===== src/rtl/flash_boot_copier.sv =====
// Boot copier: streams an image from the SPI flash reader into on-chip RAM, holding the CPU in reset until done.
// Optional BOOT_CHECKSUM_EN adds a trailing checksum word read and gates the CPU release on it.
module flash_boot_copier #(
    parameter logic [19:0] FLASH_BASE  = 20'h10000,
    parameter int          RAM_BASE    = 0,
    parameter int          NWORDS      = 1024,
    parameter int          RAM_AW      = 16,
    parameter int          ACK_TIMEOUT = 15
) (
    input  logic              clk,
    input  logic              reset,
    input  logic              start,
    output logic              flash_rstrb,
    output logic [19:0]       flash_word_address,
    input  logic [31:0]       flash_rdata,
    input  logic              flash_rbusy,
    output logic              ram_we,
    output logic [RAM_AW-1:0] ram_addr,
    output logic [31:0]       ram_wdata,
    output logic              cpu_hold,
    output logic              busy,
    output logic              done,
    output logic              error,
    output logic              checksum_ok
);
    localparam int TW = $clog2(ACK_TIMEOUT + 1);

    typedef enum logic [3:0] {
        IDLE, REQ, WAIT_ACK, WAIT_DATA, WRITE,
        CHK_REQ, CHK_ACK, CHK_WAIT, DONE, ERROR
    } state_t;

    state_t        state, state_n;
    logic [15:0]   count, cnt_n;
    logic [TW-1:0] timer;
    logic [31:0]   ram_sum;
    logic          last, starting, ack_expired;
`ifdef BOOT_CHECKSUM_EN
    logic [31:0]   acc;
`endif

    assign last        = (count == 16'(NWORDS - 1));
    assign starting    = start && (state == IDLE || state == DONE);
    // timer counts cycles elapsed since the strobe cycle
    assign ack_expired = (32'(timer) >= ACK_TIMEOUT - 1);
    assign ram_sum     = 32'(RAM_BASE) + 32'(count);

    always_ff @(posedge clk) begin
        if (reset) state <= IDLE;
        else       state <= state_n;
    end

    always_comb begin
        state_n = state;
        unique case (state)
            IDLE:      if (start) state_n = REQ;
            REQ:       state_n = WAIT_ACK;
            WAIT_ACK:  if (flash_rbusy) state_n = WAIT_DATA;
                       else if (ack_expired) state_n = ERROR;
            WAIT_DATA: if (!flash_rbusy) state_n = WRITE;
`ifdef BOOT_CHECKSUM_EN
            WRITE:     state_n = last ? CHK_REQ : REQ;
`else
            WRITE:     state_n = last ? DONE : REQ;
`endif
            CHK_REQ:   state_n = CHK_ACK;
            CHK_ACK:   if (flash_rbusy) state_n = CHK_WAIT;
                       else if (ack_expired) state_n = ERROR;
            CHK_WAIT:  if (!flash_rbusy) state_n = DONE;
            DONE:      if (start) state_n = REQ;
            ERROR:     state_n = ERROR;
            default:   state_n = IDLE;
        endcase
    end

    always_comb begin
        cnt_n = count;
        if (starting) cnt_n = 16'd0;
        else if (state == WRITE && !last) cnt_n = count + 16'd1;
    end

    always_ff @(posedge clk) begin
        if (reset) begin
            flash_word_address <= '0;
            ram_addr           <= '0;
            ram_wdata          <= '0;
            checksum_ok        <= 1'b0;
            count              <= '0;
            timer              <= '0;
`ifdef BOOT_CHECKSUM_EN
            acc                <= '0;
`endif
        end else begin
            count <= cnt_n;
            if (state_n == REQ)
                flash_word_address <= FLASH_BASE + 20'(cnt_n);
            if (state_n == CHK_REQ)
                flash_word_address <= FLASH_BASE + 20'(NWORDS);
            if (state_n == WRITE)
                ram_addr <= ram_sum[RAM_AW-1:0];
            if (state == WAIT_DATA && !flash_rbusy)
                ram_wdata <= flash_rdata;
            if (state == REQ || state == CHK_REQ)
                timer <= TW'(1);
            else if (state == WAIT_ACK || state == CHK_ACK)
                timer <= timer + 1'b1;
`ifdef BOOT_CHECKSUM_EN
            if (starting) begin
                acc         <= '0;
                checksum_ok <= 1'b0;
            end else if (state == WRITE) begin
                acc <= acc + ram_wdata;
            end else if (state == CHK_WAIT && !flash_rbusy) begin
                checksum_ok <= (flash_rdata == acc);
            end
`else
            if (starting)
                checksum_ok <= 1'b0;
            else if (state == WRITE && last)
                checksum_ok <= 1'b1;
`endif
        end
    end

    always_comb begin
        flash_rstrb = 1'b0;
        ram_we      = 1'b0;
        busy        = 1'b0;
        done        = 1'b0;
        error       = 1'b0;
        cpu_hold    = 1'b1;
        unique case (state)
            REQ, CHK_REQ: begin
                flash_rstrb = 1'b1;
                busy        = 1'b1;
            end
            WAIT_ACK, WAIT_DATA, CHK_ACK, CHK_WAIT: busy = 1'b1;
            WRITE: begin
                ram_we = 1'b1;
                busy   = 1'b1;
            end
            DONE: begin
                done     = 1'b1;
                cpu_hold = !checksum_ok;
            end
            ERROR:   error = 1'b1;
            default: ;
        endcase
    end
endmodule

===== config.mk =====
export PLATFORM = sky130hd
export DESIGN_NAME = flash_boot_copier
export DESIGN_NICKNAME = d
export VERILOG_FILES = /design/src/rtl/flash_boot_copier.sv
export SDC_FILE = /design/constraint.sdc
export NUM_CORES = 1
export LEC_CHECK = 0
export ABC_AREA = 1
export BUFFER_PORTS_ARGS = -buffer_cell sky130_fd_sc_hd__buf_2
export CORE_UTILIZATION = 25
export DETAILED_ROUTE_END_ITERATION = 8
export HOLD_SLACK_MARGIN = 0.02
export MAX_ROUTING_LAYER = met4
export PLACE_DENSITY = 0.53
export SETUP_SLACK_MARGIN = 0.3
export SLEW_MARGIN = 20
export SYNTH_ARGS = -nofsm -noshare
export SYNTH_HDL_FRONTEND = slang
export SYNTH_SLANG_ARGS = --single-unit

===== constraint.sdc =====
create_clock -name clk -period 2.9 [get_ports clk]
set_input_delay 0.87 -clock clk [delete_from_list [all_inputs] [get_ports clk]]
set_output_delay 0.87 -clock clk [all_outputs]
set_load 0.1 [all_outputs]

**Yosys cells after proc, flatten, opt, wreduce, memory -nomap -nowiden**

Index checks and enable logic that the tools add are counted.

- Add/sub/neg operators: 3
- Magnitude comparators: 1
- Eq/ne operators: 13
- Multiplexer cells: 20
- Reduce and logical (&&, ||, !) cells: 19

Operators by type and width:

| cell | number |
|---|---|
| one-hot mux 4 bit (9 select lines) | 1 |
| two-way mux 17 bit | 2 |
| two-way mux 16 bit | 2 |
| two-way mux 4 bit | 7 |
| equality test 4 x 3 -> 1 bit (second input constant) | 6 |
| adder 17 x 16 -> 18 bit (first input constant) | 1 |
| adder 16 x 1 -> 16 bit (second input constant) | 1 |
| equality test 16 x 10 -> 1 bit (second input constant) | 1 |
| OR reduction 2 bit | 5 |
| equality test 4 x 1 -> 1 bit (second input constant) | 2 |
| equality test 4 x 2 -> 1 bit (second input constant) | 2 |
| equality test 4 bit (second input constant) | 2 |
| two-way mux 1 bit | 8 |
| OR reduction 7 bit | 1 |
| adder 4 x 1 -> 4 bit (second input constant) | 1 |
| greater-or-equal comparator 4 bit (second input constant) | 1 |
| logical AND 1 bit | 4 |
| logical NOT 4 bit | 1 |
| nonzero test 2 bit | 2 |
| logical NOT 1 bit | 3 |
| logical OR 1 bit | 3 |

- Register bits after elaboration: 91
- Output and inout bits: 75
- Word-level logic and storage cells: 65

**Logic depth before layout (Yosys ltp)**

Gate-level depths: netlist of run 1.

- Depth in word-level cells: 8
- Depth in mapped cells: 15
- Depth with buffers taken out: 14

**Least setup slack after synthesis of run 1**

OpenSTA, ideal clock, no wires.

- Path type: flip-flop to output port
- From: reg state[1]
- To: out cpu_hold
- Arrival: 3.013 ns
- Slack: -0.983 ns
- Stages on the path, launching flop included: 6
- Buffers on the path: 1
- Cells stage by stage: dfxtp_1 -> buf_4 -> nor2_2 -> nand2_1 -> nor2_1 -> nand2_1

- Longest elaborated chain between the ends: 2

Ends and longest elaborated chain:

| element | line | RTL |
|---|---|---|
| start, declared | 33 | `state_t state, state_n;` |
| start signal, assigned | 50 | `else state <= state_n;` |
| equality test 4 bit | 132 | `unique case (state)` |
| two-way mux 1 bit | 132 |  |
| end, declared | 20 | `output logic cpu_hold,` |

No other way between the ends.

**Worst setup path after layout of run 1**

- From: reg state[3]
- To: out flash_rstrb

- Longest elaborated chain between the ends: 3
- Elaborated cells between the ends (all ways): 4
- Classes of those cells: 2 x eq/ne; 1 x mux; 1 x reduce/logical

Ends and longest elaborated chain:

| element | line | RTL |
|---|---|---|
| equality test 4 x 1 -> 1 bit / equality test 4 x 3 -> 1 bit (equally long branches) | 132 |  |
| OR reduction 2 bit * | 132 |  |
| two-way mux 1 bit * | 132 |  |
| end, declared | 13 | `output logic flash_rstrb,` |

Every way passes the cells marked *; elsewhere a longest branch is shown, timed or not.

==> run summary, run 1 <==
run status: finished, final reports clean
synthesized area per cell: 7.04 um^2
MaxCap Viol Count: 0
simple-gate share of the synthesized area: 0.293
H-tree depth: 3
post-synthesis compound-gate area fraction: 0.149
met3 Track Usage GR: 0.0414
CP arrival: 1630 ps
number of synthesized register bits: 90
FILL cells: 1833
Tmin final: 2500 ps
CTS tree: built
# IOs: 111
Synth Instances: 606
clk_lat worst skew: 350 ps
final hold vios: 0
CP max stage delay: 460 ps
GRT overflow: 0
GRT Util Overall: 0.125
cts bufs inserted: 9
first-pass detailed-route iteration total: 4
Vias/cell: 4.10
met1 Use GR: 0.163
Reg2Reg Depth: 11
GP Congestion: 0.781
final hold slack: 440 ps
# DRC: 0
Peak supply drop: 0.288 mV
clk_skew: 9.44 ps
pwr dens: 624 mW/mm^2
DR iter-0 viols: 152
dpl cells: 912
hpwl dp: 7320 um
Synth Flop Type: dfxtp_1
hold depth: 2
Total Nets Final: 742
largest net degree at the start of global routing: 97
initial antenna violation count: 0
final setup TNS: 0 ps
largest family of logic cells by synthesized area: simple AND/OR/NAND/NOR gates
Root Driver: clkbuf_16
EDFF count, synth: 0
reg-to-reg setup timing slack: 780 ps
Die Span Y: 133 um
global routing's busiest layer: met2
fin crit share: 0.861
RSZ-0062 raised after global routing: no
routed wire length: 10300 um
Mapped Area: 0.00426 mm^2
largest area contributor in the netlist: dfxtp_1
Critical Path, Cell by Cell: inv_2 -> nand2_1 -> nor2_2 -> buf_2
Placed Area: 0.00500 mm^2
sequential area share after synthesis: 0.423
Synth Area in Adders: 0.00880
area of the die: 0.0176 mm^2
final setup vio count: 0
Reg clk slew, reported paths: 60 ps
post-synthesis xor/xnor area fraction: 0.00822
Leak: 2.40 nW
most common cell in the netlist: nand2_1
Netlist cell types: 35
crit end category: output port
clk buf depth: 2
Max Freq: 400 MHz
ys async rst share: 0
Yosys top cell area share: 0.423
synth top area cells: dfxtp_1, nand2_1, inv_1
yosys warns: 0
cell row count: 47
PortBufs: 107
Post-CTS Hold Fix Bufs: 0
layout cell share with drive strength beyond 1: 0.233
final non-filler cell total: 928
met2 global-route usage: 0.182
top post-synthesis cells by count: nand2_1, dfxtp_1, inv_1
type of the worst min-delay path: reg -> reg
core area: 0.0166 mm^2
critical path's slowest cell: buf_2
post-route cell area: 0.00532 mm^2
effective utilization at floorplan: 0.256
critical path fanouts, max: 6
chip width: 133 um
Routed wire per std cell: 11.1 um
Slew HR: 0.655
global-route wire length before repair: 17100 um
clk sinks: 90
final slew viol count: 0
Worst-Margin Slew: 521 ps
critical path class: reg -> out
crit path launch type: flip-flop
ANT cells: 0
area grow syn2layout: 24.7%
vias in the first global route: 3522
required time of the critical path: 2030 ps
post-synthesis mux area share: 0
Post-DRT Antenna Nets: 0
Vias: 3808
-- cell families after synthesis --
kind of cell    after synthesis
buf+inv                     122
compound gates              120
xor+xnor                      4
other cells                   1
simple gates                266
fa+ha+maj                     3
flops                        90
-- stage by stage --
step	power, mW	util	worst slack (ps)
finish	3.32	0.320	402
global route	3.46	0.320	331
CTS	3.37	0.319	336
detailed placement	2.09	0.300	624
global placement	2.09	0.300	629
floorplan	1.98	-	346
-- final cells by class --
type,instances,area [um^2],share of cell area
Clock inverter,4,76.3,0.0143
Sequential cell,90,1800,0.339
Multi-Input combinational cell,396,1980,0.373
Tap cell,220,275,0.0518
Clock buffer,12,236,0.0445
Timing Repair Buffer,112,593,0.112
Inverter,94,353,0.0663
-- worst max-delay path: cells and delay by family (launching register included) --
family	cells	cell delay, ps
flops	1	390
buf+inv	2	620
simple gates	2	270
-- power by group --
part	internal, mW	switching (mW)	total, mW
combinational	0.138	0.600	0.737
sequential	1.29	0.0362	1.33
clock	0.758	0.493	1.25
-- path summary, 6_finish.rpt --
check	to	start
hold / removal	ram_addr[1]	ram_addr[1]
setup / recovery	flash_rstrb	state[3]
setup reg to reg	flash_word_address[12]	count[0]
hold reg to reg	ram_addr[1]	ram_addr[1]
-- timing repair --
| action | CTS | global route |
|---|---|---|
| gates resized for setup | 1 | 3 |
| buffers inserted | 0 | 0 |
| pin swaps | 0 | 0 |
| cloned | 0 | 0 |
| setup endpoints to repair | 1 | 4 |
-- registers in the layout, indices dropped and copies added, names as in the netlist --
| signal | count |
|---|---|
| checksum_ok | 1 |
| count | 16 |
| flash_word_address | 17 |
| ram_addr | 16 |
| ram_wdata | 32 |
| state | 4 |
| timer | 4 |
-- per-layer routing --
metal | wire length (um) | part of all wire | vias to the layer above
met2 | 4390 | 0.43 | 81
li1 | - | - | 2090
met1 | 5290 | 0.51 | 1629
met5 | 0 | 0 | -
met4 | 129 | 0.013 | 0
met3 | 496 | 0.048 | 8
-- layout by cell type (no fill, tap or decap), types with 2 or more instances in the layout --
master     Yosys  routed
nand2_1      118     117
buf_2          0     104
dfxtp_1       90      89
inv_1         87      86
nor2_1        71      68
a21oi_1       61      61
o21ai_0       52      52
nand3_1       30      30
clkbuf_16      0       9
nand2_2        7       8
and2_1         8       8
inv_2          7       7
nand4_1        7       7
nor2_4         5       6
nand2_4        5       5
buf_4          6       5
nor2_2         2       4
nand3b_1       3       3
xnor2_1        3       3
ha_1           3       3
conb_1         1       3
clkbuf_1      18       3
nand3_2        2       2
a21oi_4        2       2
or2_2          2       2
nor3_1         2       2
a211oi_1       2       2
bufinv_16      0       2
clkbuf_4       0       2
(Power assumes the default switching activity.)
==> run 2, diff against run 1 <==
- ABC_AREA: 1 -> unset
==> run 2 against run 1 <==
Compared with the run above:
- first-iteration DRC count decreased by 2.6%
- synthesized cell count decreased by 24%
- sequential cell count unchanged
- register-to-register slack got worse by 440 ps
- clock skew decreased by 4.4 ps
- highest routed layer unchanged
==> run summary, run 2 <==
clk buf depth: 2 (unchanged)
global routing's busiest layer: met2 (unchanged)
DR iter-0 viols: 148 (was 152)
yosys warns: 0 (unchanged)
Pwr Total: 2.68 mW (was 3.32 mW)
first-pass detailed-route iteration total: 4 (unchanged)
Netlist cell types: 52 (was 35)
clk_skew: 5.02 ps (was 9.44 ps)
Max Freq: 390 MHz (was 400 MHz)
clk sinks: 90 (unchanged)
Reg clk slew, reported paths: 60 ps (about the same)
area of the die: 0.0160 mm^2 (was 0.0176 mm^2)
Vias/cell: 4.70 (was 4.10)
critical path class: reg -> reg (was reg -> out)
synth top area cells: dfxtp_1, nand2_1, a21oi_1 (was dfxtp_1, nand2_1, inv_1)
MaxCap Viol Count: 0 (unchanged)
Routed wire per std cell: 14.2 um (was 11.1 um)
Largest register FFs: 32 (unchanged)
most common cell in the netlist: nand2_1 (unchanged)
CTS tree: built (unchanged)
# DRC: 0 (unchanged)
synthesized area per cell: 8.38 um^2 (was 7.04 um^2)
layout cell share with drive strength beyond 1: 0.312 (was 0.233)
PortBufs: 107 (unchanged)
ys async rst share: 0 (unchanged)
effective utilization at floorplan: 0.256 (about the same)
pwr dens: 535 mW/mm^2 (was 624 mW/mm^2)
ANT cells: 0 (unchanged)
# IOs: 111 (unchanged)
most common cell after layout, fill and taps aside: nand2_1 (unchanged)
sequential area share after synthesis: 0.465 (was 0.423)
Peak supply drop: 0.284 mV (was 0.288 mV)
routed wire length: 10700 um (was 10300 um)
top post-synthesis cells by count: nand2_1, dfxtp_1, a21oi_1 (was nand2_1, dfxtp_1, inv_1)
met1 Use GR: 0.167 (was 0.163)
Post-CTS Hold Fix Bufs: 0 (unchanged)
clk_lat worst skew: 340 ps (was 350 ps)
hpwl dp: 7440 um (was 7320 um)
critical path fanouts, max: 7 (was 6)
Vias: 3562 (was 3808)
Tmin final: 2560 ps (was 2500 ps)
Yosys top cell area share: 0.465 (was 0.423)
cts bufs inserted: 9 (unchanged)
cell row count: 45 (was 47)
Post-DRT Antenna Nets: 0 (unchanged)
final setup vio count: 0 (unchanged)
Worst-Margin Slew: 711 ps (was 521 ps)
run status: finished, final reports clean (unchanged)
core area: 0.0151 mm^2 (was 0.0166 mm^2)
GP Congestion: 0.845 (was 0.781)
reg-to-reg setup timing slack: 340 ps (was 780 ps)
H-tree depth: 3 (unchanged)
type of the worst min-delay path: reg -> reg (unchanged)
final hold vios: 0 (unchanged)
Total Nets Final: 606 (was 742)
Synth Flop Type: dfxtp_1 (unchanged)
crit path launch type: flip-flop (unchanged)
largest area contributor in the netlist: dfxtp_1 (unchanged)
Slew HR: 0.523 (was 0.655)
chip width: 127 um (was 133 um)
vias in the first global route: 3361 (was 3522)
EDFF count, synth: 0 (unchanged)
most frequent cells in the layout: nand2_1, buf_2, dfxtp_1, a21oi_1, buf_4 (was nand2_1, buf_2, dfxtp_1, inv_1, nor2_1)
met2 global-route usage: 0.230 (was 0.182)
global-route wire length before repair: 17100 um (about the same)
final slew viol count: 0 (unchanged)
Die Span Y: 127 um (was 133 um)
CP arrival: 2800 ps (was 1630 ps)
met3 Track Usage GR: 0.0358 (was 0.0414)
required time of the critical path: 3130 ps (was 2030 ps)
area of the multi-input gates: 0.00194 mm^2 (was 0.00198 mm^2)
Largest Register: ram_wdata (unchanged)
FILL cells: 1621 (was 1833)
RSZ-0062 raised after global routing: yes (was no)
Leak: 2.03 nW (was 2.40 nW)
Regs by FF count: ram_wdata x32, flash_word_address x17 (unchanged)
FF/Latch Area: 0.00181 mm^2 (was 0.00180 mm^2)
final setup TNS: 0 ps (unchanged)
GRT overflow: 0 (unchanged)
largest net degree at the start of global routing: 49 (was 97)
GRT Util Overall: 0.141 (was 0.125)
crit end category: flip-flop (was output port)
area grow syn2layout: 29.0% (was 24.7%)
Root Driver: clkbuf_16 (unchanged)
Synth Instances: 463 (was 606)
fin crit share: 0.884 (was 0.861)
number of synthesized register bits: 90 (unchanged)
initial antenna violation count: 0 (unchanged)
Mapped Area: 0.00388 mm^2 (was 0.00426 mm^2)
## run 2: cell count changes in the layout (fill, tap and decap cells not counted), moves of 8 or more
cell	delta
buf_4	+16
nor2_1	-52
nand3_1	-22
o21ai_0	-44
and2_1	-8
inv_1	-80
nand2_2	-8
nor2b_1	+16
## run 2: report_power, final
part	internal (mW)	leakage (nW)	switching, mW
clock network	0.640	0.137	0.464
registers	1.25	0.728	0.00927
logic	0.0874	1.16	0.225
total	1.98	2.03	0.699
## run 2: cell families after synthesis
kind of cell               count (synthesis)  share of synthesized area
adders and majority gates                  3                    0.00968
DFF                                       90                      0.465
AOI/OAI and AO/OA                         95                      0.147
muxes                                     17                     0.0548
other                                      1                   0.000967
buffers and inverters                     44                     0.0548
xor gates and xnor gates                   6                     0.0136
and+or+nand+nor                          207                      0.255
## run 2: layout make-up
cell class / count / share of cell area
inverters: 7 / 0.00625
clock buffers: 12 / 0.0533
flip-flops and latches: 90 / 0.361
multi-input cells: 332 / 0.388
clock inverters: 2 / 0.00250
well taps: 188 / 0.0470
repair buffers: 127 / 0.142
## run 2: what timing repair did
action	CTS	global route
endpoints found under the setup margin	13	20
cloned	1	0
buffers inserted	2	2
resized for setup	2	9
pin swaps	3	4
## run 2: final timing paths
kind	start	endpoint	cells past startpoint
hold reg to reg	flash_word_address[16]	flash_word_address[16]	2
setup reg to reg	count[12]	flash_word_address[3]	5
hold / removal	flash_word_address[16]	flash_word_address[16]	2
setup / recovery	count[12]	flash_word_address[3]	5
## run 2: worst max-delay path, cell delays in order, from the launching register on
cell and delay, ps:
dfxtp_2 340, or4_4 560, or4_4 580, a211oi_4 350, or4_4 270, mux2_2 350
## run 2: stage by stage
step / area [um^2] / hold slack (ps) / util / worst slack, ps / cells
4_1_cts: 4970 / 443 / 0.328 / 279 / 756
3_5_place_dp: 4660 / 434 / 0.308 / 178 / 739
6_report: 5000 / 440 / 0.330 / 335 / 758
2_1_floorplan: 3960 / 445 / - / 234 / 465
5_1_grt: 5000 / 467 / 0.330 / 282 / 758
3_3_place_gp: 4660 / 436 / 0.308 / 209 / 739
## run 2: per-layer routing
metal  share of wire  vias up
met5               0        -
met1            0.46     1658
li1                -     1796
met2            0.48       96
met3           0.051       12
met4           0.014        0
